[src/rtl/dmem_mmio.sv]
`default_nettype none
// ============================================================================
//  Module  : dmem_mmio
//  Brief   : Word RAM with combinational read / clocked write, plus a 16-byte
//            MMIO window (console TX FIFO, halt flag, RAM write counter).
//  Rev     : 1.0  initial release
// ============================================================================
module dmem_mmio #(
   parameter int          DEPTH_WORDS = 64,
   parameter int          FIFO_DEPTH  = 8,
   parameter logic [31:0] MMIO_BASE   = 32'hFFFF_FF00
) (
   input  logic        clk,
   input  logic        reset,
   input  logic        we,
   input  logic [31:0] addr,
   input  logic [31:0] writedata,
   output logic [31:0] readdata,
   output logic [7:0]  tx_data,
   output logic        tx_valid,
   input  logic        tx_ready,
   output logic        halt,
   output logic [31:0] write_count
);

   localparam int c_AW = $clog2(DEPTH_WORDS);
   localparam int c_PW = $clog2(FIFO_DEPTH);

   localparam logic [1:0] c_REG_TXDATA = 2'd0;
   localparam logic [1:0] c_REG_STATUS = 2'd1;
   localparam logic [1:0] c_REG_HALT   = 2'd2;
   localparam logic [1:0] c_REG_COUNT  = 2'd3;

   logic [31:0]     r_ram  [DEPTH_WORDS];
   logic [7:0]      r_fifo [FIFO_DEPTH];
   logic [c_PW:0]   r_wr_ptr;
   logic [c_PW:0]   r_rd_ptr;
   logic            r_overflow;
   logic            r_halt;
   logic [31:0]     r_write_count;

   logic            w_mmio;
   logic [1:0]      w_reg;
   logic [c_AW-1:0] w_idx;
   logic            w_ram_wr;
   logic            w_mmio_wr;
   logic            w_push;
   logic            w_pop;
   logic            w_push_ok;
   logic            w_push_rej;
   logic            w_empty;
   logic            w_full;
   logic [c_PW:0]   w_count;
   logic [7:0]      w_cnt8;
   logic [31:0]     w_status;
   logic            w_unused;

   assign w_mmio    = (addr[31:4] == MMIO_BASE[31:4]);
   assign w_reg     = addr[3:2];
   assign w_idx     = addr[2 +: c_AW];
   assign w_ram_wr  = we & ~w_mmio;
   assign w_mmio_wr = we & w_mmio;
   assign w_unused  = ^addr[1:0];

   // Extra wrap bit on the pointers distinguishes full from empty.
   assign w_count    = r_wr_ptr - r_rd_ptr;
   assign w_empty    = (r_wr_ptr == r_rd_ptr);
   assign w_full     = (r_wr_ptr[c_PW] != r_rd_ptr[c_PW]) &&
                       (r_wr_ptr[c_PW-1:0] == r_rd_ptr[c_PW-1:0]);
   assign w_push     = w_mmio_wr && (w_reg == c_REG_TXDATA);
   assign w_pop      = ~w_empty & tx_ready;
   assign w_push_ok  = w_push & (~w_full | w_pop);
   assign w_push_rej = w_push & w_full & ~w_pop;
   assign w_cnt8     = 8'(w_count);
   assign w_status   = {16'h0000, w_cnt8, 4'h0, r_halt, r_overflow, w_full, w_empty};

   always_ff @(posedge clk) begin
      if (!reset && w_ram_wr)
         r_ram[w_idx] <= writedata;
   end

   // A full FIFO popped this cycle frees the slot being written.
   always_ff @(posedge clk) begin
      if (!reset && w_push_ok)
         r_fifo[r_wr_ptr[c_PW-1:0]] <= writedata[7:0];
   end

   always_ff @(posedge clk) begin
      if (reset) begin
         r_wr_ptr      <= '0;
         r_rd_ptr      <= '0;
         r_overflow    <= 1'b0;
         r_halt        <= 1'b0;
         r_write_count <= '0;
      end else begin
         if (w_push_ok)
            r_wr_ptr <= r_wr_ptr + 1'b1;
         if (w_pop)
            r_rd_ptr <= r_rd_ptr + 1'b1;
         if (w_push_rej)
            r_overflow <= 1'b1;
         if (w_mmio_wr && (w_reg == c_REG_HALT))
            r_halt <= 1'b1;
         if (w_mmio_wr && (w_reg == c_REG_COUNT))
            r_write_count <= '0;
         else if (w_ram_wr)
            r_write_count <= r_write_count + 32'd1;
      end
   end

   always_comb begin
      readdata = r_ram[w_idx];
      if (w_mmio) begin
         case (w_reg)
            c_REG_TXDATA: readdata = 32'h0;
            c_REG_STATUS: readdata = w_status;
            c_REG_HALT:   readdata = {31'h0, r_halt};
            c_REG_COUNT:  readdata = r_write_count;
            default:      readdata = 32'h0;
         endcase
      end
   end

   assign tx_data     = r_fifo[r_rd_ptr[c_PW-1:0]];
   assign tx_valid    = ~w_empty;
   assign halt        = r_halt;
   assign write_count = r_write_count;

endmodule
`default_nettype wire

[config.mk]
export PLATFORM = sky130hd
export DESIGN_NAME = dmem_mmio
export DESIGN_NICKNAME = d
export VERILOG_FILES = /design/src/rtl/dmem_mmio.sv
export SDC_FILE = /design/constraint.sdc
export NUM_CORES = 2
export LEC_CHECK = 0
export ABC_AREA = 0
export BUFFER_PORTS_ARGS = -buffer_cell sky130_fd_sc_hd__buf_4
export CELL_PAD_IN_SITES_DETAIL_PLACEMENT = 2
export CELL_PAD_IN_SITES_GLOBAL_PLACEMENT = 2
export CORE_MARGIN = 2
export CORE_UTILIZATION = 50
export DETAILED_ROUTE_END_ITERATION = 10
export PLACE_DENSITY = 0.78
export SYNTH_ARGS = -nofsm -noshare
export SYNTH_HDL_FRONTEND = slang
export SYNTH_SLANG_ARGS = --single-unit
[constraint.sdc]
create_clock -name clk -period 5.8 [get_ports clk]
set_input_delay 1.45 -clock clk [delete_from_list [all_inputs] [get_ports clk]]
set_output_delay 1.45 -clock clk [all_outputs]
set_load 0.02 [all_outputs]
==> reports/results.txt, run 1 <==
Most common cell in the synthesized netlist: edfxtp_1
Post-synthesis register bit count: 2157
Routability-driven placement congestion ratio: 0.835
I/O Buffers: 139
Yosys top cell area share: 76.3%
Die Span Y: 412 um
Log Error: [ERROR DPL-0033] detailed placement checks failed during check placement.
Last stage: detailed placement
Count of flip-flops with a built-in enable after synthesis: 2112
Status: did not finish
Largest cells by area after synthesis: edfxtp_1 (76%), mux4_2 (13%), mux2i_1 (1.5%)
Mapped Avg Cell Area: 21.4 um2
Die width: 412 um
Synth Warn #: 0
Detail Placement HPWL: 212000 um
Distinct cell type count after synthesis: 60
Predominant post-synthesis flop cell: edfxtp_1
Leading area contributor after synthesis: edfxtp_1
Seq/Total Area, Yosys: 77.4%
Synth Instances: 3892
Mapped Area: 0.0831 mm2
Net Count, Synth: 3967
Cell Rows: 149
Initial core utilization: 50.4%
FFs w/ async S/R, synth: 0%
Synth cell count leaders: edfxtp_1 (2112), mux4_2 (483), nor2_1 (157), mux2i_1 (121), nand2_1 (113)
I/O Pins: 142
through the flow:
| step | instance area (um2) | hold slack [ns] |
|---|---|---|
| floorplan | 83100 | 0.436 |
| global placement | 89700 | 0.459 |
cells by family after synthesis:
logic type	after synthesis	share of synthesized area, %
flops	2157	77.4
mux	639	15.0
xor+xnor	36	0.379
compound gates	362	3.08
fa+ha+maj	7	0.114
buf+inv	227	1.37
simple gates	464	2.67
==> run 2, diff against run 1 <==
- CELL_PAD_IN_SITES_DETAIL_PLACEMENT: 2 -> unset
- CELL_PAD_IN_SITES_GLOBAL_PLACEMENT: 2 -> unset
- CORE_UTILIZATION: 50 -> 40
- PLACE_DENSITY: 0.78 -> unset
- PLACE_DENSITY_LB_ADDON: unset -> 0.15
==> run 2 against run 1 <==
Net effect:
- the run now ends clean
- synthesized cell count did not move
- synthesized area stayed put
==> reports/results.txt, run 2 <==
Status: complete, no violations
Worst Path Arrival: 4.30 ns
Final Critical Period: 5.75 ns
Max-Cap Viols: 0
FFs w/ async S/R, synth: 0% (unchanged)
Count of flip-flops with a built-in enable after synthesis: 2112 (unchanged)
H-tree levels: 4
Die width: 460 um (+12%)
Root buffer cell: clkbuf_16
Vias per inst: 5.81
I/O Buffers: 139 (unchanged)
Clk_skew: 0.0242 ns
Predominant post-synthesis flop cell: edfxtp_1
I/O Pins: 142 (unchanged)
Crit. End Element: output port
DRT Wirelength: 242000 um
Pins Over Slew Limit: 0
Worst slew pin tran: 1.10 ns
Share of layout cells above drive strength 1: 31.4%
DRT iter0 DRCs: 4185
Die Span Y: 460 um (+12%)
Synth Instances: 3892 (unchanged)
DR vias: 42.4k
Adder-Cell Fraction of Synth Area: 0.114% (unchanged)
Post-synthesis register bit count: 2157 (unchanged)
Clk_lat worst skew: 0.86 ns
Grt ovf: 0
Mapped Avg Cell Area: 21.4 um2 (unchanged)
Reg with most FFs: r_ram
Period Utilization, post-route: 99.2%
Most common cell after layout, fill and taps aside: edfxtp_1
Post-layout util: 47.2%
Clk pin slew, worst setup/hold paths: 0.06 ns
Max IR drop VDD: 0.000336 V
Leading area contributor after synthesis: edfxtp_1
Most frequent cells in the layout: edfxtp_1 (2112), mux4_2 (483), buf_4 (452)
Max incr delay on CP: 0.46 ns
Global-route wire length before repair: 335000 um
Core box area: 0.207 mm2
Routability-driven placement congestion ratio: 0.833 (-0.18%)
Final setup vio count: 0
Synth cell count leaders: edfxtp_1 (2112), mux4_2 (483), nor2_1 (157), mux2i_1 (121), nand2_1 (113)
TritonCTS clock tree: built
CP Launch Type: input pin
RSZ-0062 raised after global routing: false
Total power: 0.0329 W
Synth Area in XOR/XNOR: 0.379% (unchanged)
Worst min path class: register to register
Hold Worst Slack: 0.483 ns
Gr usage total: 22.8%
Vias in the first global route: 42.4k
# DRC: 0
Main combinational cell family by area after synthesis: multiplexers
Post-Layout Inst Area: 0.0977 mm2
Slew margin rel.: 26.3%
Slowest-stage cell, CP: a211oi_4
Net Count, Synth: 3967 (unchanged)
CTS max path bufs: 3
Layout area overhead: 17.5%
WP data required: 4.35 ns
Yosys top cell area share: 76.3% (unchanged)
Post-synthesis compound-gate area fraction: 3.08% (unchanged)
Distinct cell type count after synthesis: 60 (unchanged)
Worst path most repeated cell: buf_4
Highest Clock Rate: 0.174 GHz
Nets: 4492
Crit path cell chain: buf_4 -> buf_4 -> and3b_1 -> buf_4 -> and3_1 -> a31oi_1 -> o2111ai_1 -> a211oi_4 -> buf_4 -> nor2_1 -> buf_4
Detail Placement HPWL: 152000 um (-28%)
Clock Sinks: 2157
Largest cells by area after synthesis: edfxtp_1 (76%), mux4_2 (13%), mux2i_1 (1.5%)
Mapped Area: 0.0831 mm2 (unchanged)
Initial core utilization: 40.2% (-10 points)
Most common cell in the synthesized netlist: edfxtp_1
Cell Rows: 167 (+12%)
Worst setup margin: 0.0471 ns
Largest fanout on the critical path: 18
Synth Warn #: 0 (unchanged)
Placement Setup Slack: -0.386 ns
Antenna violations before repair: 11
Die area: 0.211 mm2
Pwr dens: 336 mW/mm2
Post-synthesis simple-gate area fraction: 2.67% (unchanged)
TritonRoute pass-1 iters: 5
Pleak: 31.2 nW
Final Hold Fails: 0
Drt wl/cell: 33.1 um
Max reg flops: 2048
Post-DP Area: 0.0906 mm2
Critical path class: input pin to output port
Antenna Nets Post-Route: 0
Seq/Total Area, Yosys: 77.4% (unchanged)
Mux cell area share after synthesis: 15.0% (unchanged)
Largest net degree at the start of global routing: 73
CTS buffer count: 220
## run 2: path summary, 6_finish.rpt
path / slack [ns] / to / cells after the start / start
min: 0.48 / r_overflow$_SDFFE_PP0P_ / 2 / r_overflow$_SDFFE_PP0P_
min reg2reg: 0.48 / r_overflow$_SDFFE_PP0P_ / 2 / r_overflow$_SDFFE_PP0P_
max reg2reg: 2.95 / r_fifo[1][7]$_DFFE_PP_ / 8 / r_wr_ptr[0]$_SDFFE_PP0P_
max: 0.05 / readdata[8] / 11 / addr[5]
## run 2: worst max-delay path: cells and delay by family
family,cells,cell delay (ns)
buffers and inverters,5,1.23
AO/OA/AOI/OAI,3,0.98
AND/OR/NAND/NOR,3,0.57
## run 2: cell families (layout without fill, tap and decap cells)
| logic type | after synthesis | in the layout |
|---|---|---|
| DFF | 2157 | 2157 |
| adders and majority gates | 7 | 7 |
| xor gates and xnor gates | 36 | 36 |
| buffers and inverters | 227 | 924 |
| muxes | 639 | 639 |
| and+or+nand+nor | 464 | 464 |
| AOI/OAI and AO/OA | 362 | 362 |
| other | 0 | 4 |
## run 2: repair_timing
item,4_1_cts,5_1_grt
resized for setup,3,6
endpoints found under the hold margin,0,0
setup buffers,0,4
setup endpoints to repair,3,6
hold buffers,0,0
## run 2: metrics by stage
stage | std cells | setup TNS, ns
global route | 7294 | 0
global placement | 6895 | -0.533
finish | 7297 | 0
CTS | 7289 | 0
detailed placement | 6895 | -0.521
floorplan | 3892 | 0
## run 2: report_power, final
part / switching, W / internal (W)
Combinational: 0.00113 / 0.000680
Sequential: 0.0000157 / 0.0172
Clock: 0.00599 / 0.00788
## run 2: final cells by class
type / instances / area (um2)
Multi-Input combinational cell: 1508 / 18300
Inverter: 13 / 51.3
Fill cell: 17176 / 109000
Antenna cell: 4 / 10.0
Clock inverter: 129 / 1240
Clock buffer: 265 / 5720
Tap cell: 2704 / 3380
Timing Repair Buffer: 517 / 4680
Sequential cell: 2157 / 64300
## run 2: per-layer routing
metal  track usage (%)  share of wire, %  up-vias
met5                 0             0.013        -
met4              6.33               2.8        6
met3              4.65               7.0      313
met2              36.7                48     1451
met1              31.6                42    23128
li1                  -                 -    17469
(Power assumes the default switching activity.)
